<file path="config.mk">
export PLATFORM = sky130hd
export DESIGN_NAME = dsp_share_arbiter_flat
export DESIGN_NICKNAME = d
export VERILOG_FILES = /design/src/rtl/dsp_share_pkg.sv /design/src/rtl/dsp_share_arbiter_if.sv /design/src/rtl/rr_arbiter.sv /design/src/rtl/dsp_share_arbiter.sv /design/src/flat_wrapper.sv
export SDC_FILE = /design/constraint.sdc
export NUM_CORES = 1
export LEC_CHECK = 0
export CAP_MARGIN = 10
export CELL_PAD_IN_SITES_DETAIL_PLACEMENT = 1
export CELL_PAD_IN_SITES_GLOBAL_PLACEMENT = 2
export CORE_AREA = 2 2 242 244
export DETAILED_ROUTE_END_ITERATION = 12
export DIE_AREA = 0 0 244 246
export GPL_ROUTABILITY_DRIVEN = 0
export HOLD_SLACK_MARGIN = 0.08
export MAX_ROUTING_LAYER = met4
export PLACE_DENSITY = 0.57
export SLEW_MARGIN = 25
export SYNTH_ARGS = -nofsm -noshare
export SYNTH_HDL_FRONTEND = slang
export SYNTH_HIERARCHICAL = 1
export SYNTH_SLANG_ARGS = --single-unit
</file>
<file path="constraint.sdc">
create_clock -name clk -period 4.3 [get_ports clk]
set_input_delay 0.86 -clock clk [delete_from_list [all_inputs] [get_ports clk]]
set_output_delay 0.86 -clock clk [all_outputs]
set_load 0.005 [all_outputs]
</file>
<file path="src/rtl/dsp_share_pkg.sv">
// Shared widths and defaults for the DSP-sharing front end.
package dsp_share_pkg;

  localparam int unsigned A_W         = 18;
  localparam int unsigned C_W         = 48;
  localparam int unsigned P_W         = 48;
  localparam int unsigned DEF_LATENCY = 4;

endpackage

</file>
<file path="src/rtl/dsp_share_arbiter_if.sv">
// Requester-side bus of the DSP arbiter: packed operand sets in, shared result out.
interface dsp_share_arbiter_if #(
  parameter int unsigned NREQ = 4
);
  import dsp_share_pkg::*;

  logic [NREQ-1:0]     req_valid;
  logic [NREQ-1:0]     req_ready;
  logic [NREQ*A_W-1:0] req_a;
  logic [NREQ*A_W-1:0] req_b;
  logic [NREQ*A_W-1:0] req_d;
  logic [NREQ*C_W-1:0] req_c;
  logic [NREQ-1:0]     rsp_valid;
  logic [P_W-1:0]      rsp_p;

  modport master (
    output req_valid, req_a, req_b, req_d, req_c,
    input  req_ready, rsp_valid, rsp_p
  );

  modport slave (
    input  req_valid, req_a, req_b, req_d, req_c,
    output req_ready, rsp_valid, rsp_p
  );

endinterface

</file>
<file path="src/rtl/rr_arbiter.sv">
// Round-robin arbiter: grants the first requester at or above ptr (with wrap).
module rr_arbiter #(
  parameter  int unsigned NREQ = 4,
  localparam int unsigned IDW  = $clog2(NREQ)
) (
  input  logic            clk,
  input  logic            rst_n,
  input  logic [NREQ-1:0] req,
  input  logic            advance,
  output logic [NREQ-1:0] grant,
  output logic [IDW-1:0]  grant_id
);

  logic [IDW-1:0] ptr_q, ptr_d;
  logic [IDW-1:0] cand;
  logic           found;

  always_comb begin
    grant    = '0;
    grant_id = '0;
    found    = 1'b0;
    cand     = '0;
    for (int unsigned k = 0; k < NREQ; k++) begin
      cand = IDW'((32'(ptr_q) + k) % NREQ);
      if (!found && req[cand]) begin
        found       = 1'b1;
        grant[cand] = 1'b1;
        grant_id    = cand;
      end
    end
  end

  always_comb begin
    ptr_d = ptr_q;
    if (advance) begin
      ptr_d = (grant_id == IDW'(NREQ - 1)) ? '0 : grant_id + 1'b1;
    end
  end

  always_ff @(posedge clk or negedge rst_n) begin
    if (!rst_n) begin
      ptr_q <= '0;
    end else begin
      ptr_q <= ptr_d;
    end
  end

endmodule

</file>
<file path="src/rtl/dsp_share_arbiter.sv">
// Shares one fixed-latency multiply-add slice among NREQ requesters; a tag pipeline
// matching the slice latency steers each result back to the requester that issued it.
module dsp_share_arbiter
  import dsp_share_pkg::*;
#(
  parameter int unsigned NREQ    = 4,
  parameter int unsigned LATENCY = DEF_LATENCY
) (
  input  logic                      clk,
  input  logic                      rst_n,
  dsp_share_arbiter_if.slave        req_if,
  output logic [A_W-1:0]            dsp_a,
  output logic [A_W-1:0]            dsp_b,
  output logic [A_W-1:0]            dsp_d,
  output logic [C_W-1:0]            dsp_c,
  input  logic [P_W-1:0]            dsp_p,
  output logic                      busy
);

  localparam int unsigned IDW  = $clog2(NREQ);
  localparam int unsigned CNTW = $clog2(LATENCY + 1);

  logic [NREQ-1:0]    grant;
  logic [IDW-1:0]     grant_id;
  logic               xfer;
  logic               rsp_fire;
  logic [LATENCY-1:0] tag_vld_q;
  logic [IDW-1:0]     tag_id_q [LATENCY];
  logic [CNTW-1:0]    cnt_q, cnt_d;

  rr_arbiter #(
    .NREQ (NREQ)
  ) u_arb (
    .clk      (clk),
    .rst_n    (rst_n),
    .req      (req_if.req_valid),
    .advance  (xfer),
    .grant    (grant),
    .grant_id (grant_id)
  );

  // The grant only ever selects a valid requester, so any grant is a transfer.
  assign req_if.req_ready = grant;
  assign xfer             = |grant;

  always_comb begin
    dsp_a = '0;
    dsp_b = '0;
    dsp_d = '0;
    dsp_c = '0;
    if (xfer) begin
      dsp_a = req_if.req_a[A_W * grant_id +: A_W];
      dsp_b = req_if.req_b[A_W * grant_id +: A_W];
      dsp_d = req_if.req_d[A_W * grant_id +: A_W];
      dsp_c = req_if.req_c[C_W * grant_id +: C_W];
    end
  end

  always_ff @(posedge clk or negedge rst_n) begin
    if (!rst_n) begin
      tag_vld_q <= '0;
      for (int k = 0; k < LATENCY; k++) begin
        tag_id_q[k] <= '0;
      end
    end else begin
      tag_vld_q[0] <= xfer;
      tag_id_q[0]  <= grant_id;
      for (int k = 1; k < LATENCY; k++) begin
        tag_vld_q[k] <= tag_vld_q[k-1];
        tag_id_q[k]  <= tag_id_q[k-1];
      end
    end
  end

  assign rsp_fire     = tag_vld_q[LATENCY-1];
  assign req_if.rsp_p = dsp_p;

  always_comb begin
    req_if.rsp_valid = '0;
    if (rsp_fire) begin
      req_if.rsp_valid[tag_id_q[LATENCY-1]] = 1'b1;
    end
  end

  always_comb begin
    cnt_d = cnt_q;
    if (xfer && !rsp_fire) begin
      cnt_d = cnt_q + 1'b1;
    end else if (!xfer && rsp_fire) begin
      cnt_d = cnt_q - 1'b1;
    end
  end

  always_ff @(posedge clk or negedge rst_n) begin
    if (!rst_n) begin
      cnt_q <= '0;
    end else begin
      cnt_q <= cnt_d;
    end
  end

  assign busy = (cnt_q != '0);

  cnt_in_range: assert property (@(posedge clk) disable iff (!rst_n) cnt_q <= CNTW'(LATENCY));

endmodule

</file>
<file path="src/flat_wrapper.sv">
// flat-port wrapper written by rule: the top's interface ports become plain ports
module dsp_share_arbiter_flat import dsp_share_pkg::*;
#(
  parameter int unsigned NREQ    = 4,
  parameter int unsigned LATENCY = DEF_LATENCY
)
  (clk, rst_n, dsp_a, dsp_b, dsp_d, dsp_c, dsp_p, busy, req_if_req_valid, req_if_req_a, req_if_req_b, req_if_req_d, req_if_req_c, req_if_req_ready, req_if_rsp_valid, req_if_rsp_p);
  dsp_share_arbiter_if #(.NREQ(NREQ)) req_if_i ();
  input  logic clk;
  input  logic rst_n;
  output logic [A_W-1:0] dsp_a;
  output logic [A_W-1:0] dsp_b;
  output logic [A_W-1:0] dsp_d;
  output logic [C_W-1:0] dsp_c;
  input  logic [P_W-1:0] dsp_p;
  output logic busy;
  input wire logic [$bits(req_if_i.req_valid)-1:0] req_if_req_valid;
  input wire logic [$bits(req_if_i.req_a)-1:0] req_if_req_a;
  input wire logic [$bits(req_if_i.req_b)-1:0] req_if_req_b;
  input wire logic [$bits(req_if_i.req_d)-1:0] req_if_req_d;
  input wire logic [$bits(req_if_i.req_c)-1:0] req_if_req_c;
  output wire logic [$bits(req_if_i.req_ready)-1:0] req_if_req_ready;
  output wire logic [$bits(req_if_i.rsp_valid)-1:0] req_if_rsp_valid;
  output wire logic [$bits(req_if_i.rsp_p)-1:0] req_if_rsp_p;
  assign req_if_i.req_valid = req_if_req_valid;
  assign req_if_i.req_a = req_if_req_a;
  assign req_if_i.req_b = req_if_req_b;
  assign req_if_i.req_d = req_if_req_d;
  assign req_if_i.req_c = req_if_req_c;
  assign req_if_req_ready = req_if_i.req_ready;
  assign req_if_rsp_valid = req_if_i.rsp_valid;
  assign req_if_rsp_p = req_if_i.rsp_p;
  dsp_share_arbiter #(.NREQ(NREQ), .LATENCY(LATENCY)) u_core (.clk(clk), .rst_n(rst_n), .req_if(req_if_i), .dsp_a(dsp_a), .dsp_b(dsp_b), .dsp_d(dsp_d), .dsp_c(dsp_c), .dsp_p(dsp_p), .busy(busy));
endmodule
</file>
# --- Word level (Yosys, flattened, before mapping) ---
# Index checks and enable logic that the tools add are counted.
op_classes:
  addsub: 6
  n_mul: 2
  order_cmp: 10
  n_eq_ne: 1
  shifts: 4
  muxes: 37
  bitwise: 3
  reduce_logical: 18
ops:
  columns: ["operator", "n"]
  rows:
  - ["$shiftx 72x8->18", 3]
  - ["$shiftx 192x9->48", 1]
  - ["$mux 18", 3]
  - ["$mux 48", 1]
  - ["$mux 4", 5]
  - ["$lt 2x3->1 const B", 5]
  - ["$mux 1", 12]
  - ["$or 4x4->4", 3]
  - ["$demux 1 s2", 5]
  - ["$ge 2x1->1 const B", 5]
  - ["$logic_and 1x1->1", 10]
  - ["$mux 2", 5]
  - ["$bmux 1 s2", 4]
  - ["$mul 4x2->6 const A", 1]
  - ["$mux 3", 2]
  - ["$logic_not 1->1", 5]
  - ["$add 2x1->2 const B", 2]
  - ["$add 2x2->2 const B", 2]
  - ["$mul 2x2->4 const A", 1]
  - ["$reduce_or 4->1", 1]
  - ["$add 3x1->3 const B", 1]
  - ["$reduce_bool 3->1", 1]
  - ["$sub 3x1->3 const B", 1]
  - ["$eq 2x2->1 const B", 1]
  - ["$reduce_bool 2->1", 1]
totals:
  ff_bits: 17
  inputBits: 462
  out_inout_bits: 159
  word_cells: 88

# --- Longest topological paths before layout ---
# Gate-level depths: netlist (run 1).
logic_depth:
  depth_word: 17
  mapped_depth: 16
  depth_no_buf: 14

# --- Modules after synthesis ---
# The synthesis (run 1) kept the hierarchy.
modules_own_cells:
  columns: ["mod", "n_inst", "cells_each", "area_each_um2"]
  rows:
  - ["dsp_share_arbiter", 1, 316, 3978.8]
  - ["rr_arbiter", 1, 54, 518.0]

# --- Least setup slack after synthesis (run 1) ---
# OpenSTA, ideal clock, no wires.
synth_timing:
  path_type: "register to output"
  start: "reg (tool-made name)"
  end: "out dsp_a[0]"
  arrival_ns: 2.960
  required_ns: 3.440
  setup_slack_ns: 0.480
  stages_incl_launch_ff: 13
  path_cell_list: "dfrtp_1 -> buf_6 -> inv_1 -> ha_1 -> mux4_2 -> nor2_1 -> and2_1 -> a22oi_1 -> o21ai_0 -> or4_4 -> buf_2 -> clkbuf_1 -> and2_1"
synth_rtl:
  columns: ["element", "line", "rtl"]
  rows:
  - ["end: declaration", "flat_wrapper.sv:11", "output logic [A_W-1:0] dsp_a;"]

# --- Final worst setup path (run 1) ---
layout_timing:
  start: "in req_if_req_valid[0]"
  end: "out dsp_b[4]"
layout_via:
  elab_chain_cells: 15
  elab_cells_between_ends: 32
  classes_between: "mul (1); shift (1); mux (20); bitwise (3); reduce/logical (7)"
layout_rtl:
  columns: ["element", "line", "rtl"]
  rows:
  - ["start: declaration", "flat_wrapper.sv:17", "input wire logic [$bits(req_if_i.req_valid)-1:0] req_if_req_valid;"]
  - ["$bmux 1 s2", "rr_arbiter.sv:25", "if (!found && req[cand]) begin"]
  - ["$mux 1 (implied by the code)", "rr_arbiter.sv:25", null]
  - ["$mux 1", "rr_arbiter.sv:25", null]
  - ["$logic_not 1->1", "rr_arbiter.sv:25", null]
  - ["$logic_and 1x1->1", "rr_arbiter.sv:25", null]
  - ["$mux 1", "rr_arbiter.sv:25", null]
  - ["$logic_not 1->1", "rr_arbiter.sv:25", null]
  - ["$logic_and 1x1->1", "rr_arbiter.sv:25", null]
  - ["$mux 1", "rr_arbiter.sv:25", null]
  - ["$logic_not 1->1", "rr_arbiter.sv:25", null]
  - ["$logic_and 1x1->1", "rr_arbiter.sv:25", null]
  - ["$mux 2", "rr_arbiter.sv:25", null]
  - ["$mul 4x2->6", "dsp_share_arbiter.sv:53", "dsp_b = req_if.req_b[A_W * grant_id +: A_W];"]
  - ["$shiftx 72x8->18", "dsp_share_arbiter.sv:53", null]
  - ["$mux 18 (*)", "dsp_share_arbiter.sv:51", "if (xfer) begin"]
  - ["end: declaration", "flat_wrapper.sv:12", "output logic [A_W-1:0] dsp_b;"]
# Mark *: on every way between the ends. The rest lies on a longest branch, timed or not. The select of a mux whose other input is x is not followed.

==> impl_metrics.json, run 1 <==
{
  "overflow": 0,
  "dpl_cell_area_um2": 10790,
  "yosys_register_bits": 17,
  "power.density_cell_area_nw_per_um2": 1021,
  "via_per_inst": 3.351,
  "clk-insertion-delay-late_ps": 240,
  "critical_path.top_delay_family": "simple AND/OR/NAND/NOR gates",
  "clock.fmax_ghz": 0.2334,
  "clkSlewWorstSetupHoldPaths_ps": 50,
  "min_period_over_period_pct": 99.65,
  "htree_num_levels": 1,
  "clock-root-buffer": "sky130_fd_sc_hd__clkbuf_16",
  "numClockSinks": 17,
  "via_count": 5660,
  "timing.hold.worst_path_depth": 0,
  "leakagePower_uw": 0.004282,
  "die_x_um": 244,
  "crit_fanout": 18,
  "timing.reg2reg.worst_path_depth": 14,
  "rsz0062_at_grt": "yes",
  "status": "finished clean",
  "finalMaxSlewViolations": 0,
  "critical-path-top-cell-by-count": "sky130_fd_sc_hd__buf_12",
  "final_nets": 1391,
  "worst_slew_margin_rel_pct": 49.22,
  "synthesis.instances": 370,
  "hold_class": "reg2reg",
  "synth-seq-area-share_pct": 9.460,
  "post_drt_wl_per_cell_um": 20.16,
  "synthesis.area_um2": 4497,
  "post_cts_hold_buffer_count": 0,
  "via_count_of_the_first_global_routing_pass": 6549,
  "tightest_slew_ps": 759.4,
  "grt_max_degree": 25,
  "finalHoldViolCount": 0,
  "post_synth_num_cell_types": 34,
  "cts_tree": "done",
  "crit_path_max_incr_delay_ps": 590,
  "dr.first_iter.drc_count": 85,
  "mostFrequentLayoutCells": "sky130_fd_sc_hd__clkdlybuf4s50_1 (418), sky130_fd_sc_hd__mux4_2 (106), sky130_fd_sc_hd__and2_1 (78)",
  "ys_warn_count": 6,
  "filler_cell_count": 6559,
  "timing.final.setup_violations": 0,
  "ios": 621,
  "wire_length_of_the_first_global_routing_pass_mm": 46.48,
  "detail_route.first_pass.iterations": 4,
  "drt-total-wl_mm": 34.06,
  "skew_ps": 2.530,
  "drv_cap": 0,
  "core_um2": 57370,
  "number_of_buffers_inserted_during_clock_tree_synthesis": 3,
  "critical_path_arrival_ps": 3420,
  "worstSetupPathType": "in2out",
  "vdd_drop_max_mv": 0.3513,
  "critical_path_cell_count": 11,
  "effective_utilization_at_floorplan_pct": 7.839,
  "die-height_um": 246,
  "grt_antenna_before_repair": 12,
  "global_route.usage.total_pct": 11.03,
  "cpMaxStageDelayCell": "sky130_fd_sc_hd__or4_4",
  "final_cell_count_no_fill": 1689,
  "crit_buf_inv": 5,
  "postSynthAreaPerCell_um2": 12.15,
  "antenna_violating_nets_post_route": 0,
  "dieArea_um2": 60020,
  "cp_cell_sequence": "buf_4, mux4_2, buf_6, nor2b_4, a22oi_2, o21ai_2, or4_4, buf_12, buf_12, and2_4, dlygate4sd2_1",
  "required_ps": 3440,
  "drive_gt1_share_pct": 31.85,
  "number_of_buffer_cells_added_on_primary_ports": 524,
  "dp_cells": 1643,
  "drc": 0,
  "worstSetupStartpointType": "input pin",
  "most_common_cell_after_layout_fill_and_taps_aside": "sky130_fd_sc_hd__clkdlybuf4s50_1",
  "slack_of_the_worst_reg_to_reg_path_ps": 420,
  "fin_area_um2": 11500,
  "place_hpwl_mm": 27.44,
  "synth_fp_nets": 840,
  "flow.area_growth_from_synthesis_pct": 155.8,
  "total_power_uw": 11740,
  "period_needed_ps": 4285,
  "critical_path.endpoint_type": "output port",
  "maximum_count_of_clock_buffers_along_a_single_path": 2,
  "placementRows": 88
}
through the flow:
step | hold slack (ps) | util (%) | TNS, ps | worst slack (ps)
2_1_floorplan | 331.2 | - | 0 | 479.7
3_3_place_gp | 331.8 | 18.82 | -53670 | -612.6
3_5_place_dp | 336.3 | 18.82 | -53980 | -626.5
4_1_cts | 346.4 | 19.77 | -809.8 | -90.95
5_1_grt | 351.5 | 20.05 | -113.5 | -38.66
6_report | 343.1 | 20.06 | 0 | 15.23
layout make-up:
type                            count  area (µm²)  share of cell area [%]
Antenna cell                        4       10.01                 0.08700
Clock buffer                        4       78.83                  0.6852
Inverter                            4       15.01                  0.1305
Multi-Input combinational cell    266        3633                   31.58
Sequential cell                    17       425.4                   3.698
Tap cell                          765       957.2                   8.320
Timing Repair Buffer              629        6385                   55.50
logic make-up (layout without fill, tap and decap cells):
family | count (synthesis) | in the layout | synth area share (%)
compound gates | 24 | 24 | 3.868
xor+xnor | 3 | 3 | 0.5844
fa+ha+maj | 8 | 8 | 2.393
buf+inv | 87 | 637 | 12.74
flops | 17 | 17 | 9.460
mux | 110 | 110 | 54.03
other cells | 0 | 4 | 0
simple gates | 121 | 121 | 16.92
what timing repair did:
item,CTS,global route
pin swaps,9,16
cloned,11,2
resized for setup,208,108
endpoints found under the setup margin,102,100
buffers inserted,15,14
worst paths after layout:
check                                                 to                          start
max                                             dsp_b[4]            req_if_req_valid[0]
min                        u_core/tag_vld_q[2]$_DFF_PN0_  u_core/tag_vld_q[1]$_DFF_PN0_
max reg2reg                  u_core/cnt_q[1]$_DFFE_PN0P_                       register
min reg2reg                u_core/tag_vld_q[2]$_DFF_PN0_  u_core/tag_vld_q[1]$_DFF_PN0_
max in group asynchronous   u_core/tag_id_q[6]$_DFF_PN0_                          rst_n
min in group asynchronous  u_core/tag_vld_q[3]$_DFF_PN0_                          rst_n
state kept, by name, indices dropped and copies added, names as in the netlist, named ones only:
name / flops
u_core/tag_id_q: 8
u_core/cnt_q: 3
u_core/u_arb/ptr_q: 1
u_core/tag_vld_q: 4
synth_stat cells:
| master | instances | area, µm² |
|---|---|---|
| sky130_fd_sc_hd__or4_4 | 1 | 11.26 |
| sky130_fd_sc_hd__and2_1 | 103 | 644.4 |
| sky130_fd_sc_hd__o211ai_1 | 1 | 7.510 |
| sky130_fd_sc_hd__xnor2_1 | 1 | 8.760 |
| sky130_fd_sc_hd__inv_1 | 4 | 15.01 |
| sky130_fd_sc_hd__o22a_1 | 1 | 8.760 |
| sky130_fd_sc_hd__buf_6 | 4 | 45.04 |
| sky130_fd_sc_hd__o21ai_2 | 1 | 8.760 |
| sky130_fd_sc_hd__nor2_1 | 6 | 22.52 |
| sky130_fd_sc_hd__o21ai_0 | 7 | 35.03 |
| sky130_fd_sc_hd__and3_1 | 1 | 6.260 |
| sky130_fd_sc_hd__o221ai_1 | 1 | 8.760 |
| sky130_fd_sc_hd__a21boi_0 | 1 | 7.510 |
| sky130_fd_sc_hd__xor2_1 | 2 | 17.52 |
| sky130_fd_sc_hd__nand2b_1 | 1 | 6.260 |
| sky130_fd_sc_hd__dfrtp_1 | 17 | 425.4 |
| sky130_fd_sc_hd__buf_4 | 54 | 405.4 |
| sky130_fd_sc_hd__and4bb_1 | 1 | 12.51 |
| sky130_fd_sc_hd__a22oi_1 | 9 | 67.56 |
| sky130_fd_sc_hd__buf_2 | 11 | 55.05 |
| sky130_fd_sc_hd__mux2i_1 | 2 | 20.02 |
| sky130_fd_sc_hd__nor3b_1 | 1 | 7.510 |
| sky130_fd_sc_hd__fa_1 | 1 | 20.02 |
| sky130_fd_sc_hd__nor3_1 | 1 | 5.000 |
| sky130_fd_sc_hd__a31o_1 | 1 | 8.760 |
| sky130_fd_sc_hd__or3_1 | 1 | 6.260 |
| sky130_fd_sc_hd__nand2_1 | 3 | 11.26 |
| sky130_fd_sc_hd__ha_1 | 7 | 87.58 |
| sky130_fd_sc_hd__mux4_2 | 106 | 2387 |
| sky130_fd_sc_hd__nor2b_4 | 2 | 27.53 |
| sky130_fd_sc_hd__a211o_1 | 1 | 8.760 |
| sky130_fd_sc_hd__o211ai_2 | 1 | 12.51 |
| sky130_fd_sc_hd__clkbuf_1 | 14 | 52.55 |
| sky130_fd_sc_hd__mux2_2 | 2 | 22.52 |
routing by layer:
metal  vias to the layer above  global-route usage, %  wire [µm]
met5                         -                      -          0
met4                         0                  1.237        446
met2                       350                  21.55      19030
met3                        28                  2.092       2259
li1                       2515                      -          -
met1                      2767                  11.76      12320
power by group:
part / switching, µW / internal, µW
registers: 42.2 / 250
clock network: 56.8 / 126
logic: 4500 / 6770
No activity file was read; power rests on OpenSTA's default activity.
==> inputs of run 2 (changes only) <==
- CTS_CLUSTER_SIZE: default -> 25
==> results of run 2 <==
The final DEF is identical to that of run 1; final timing and power are the same.
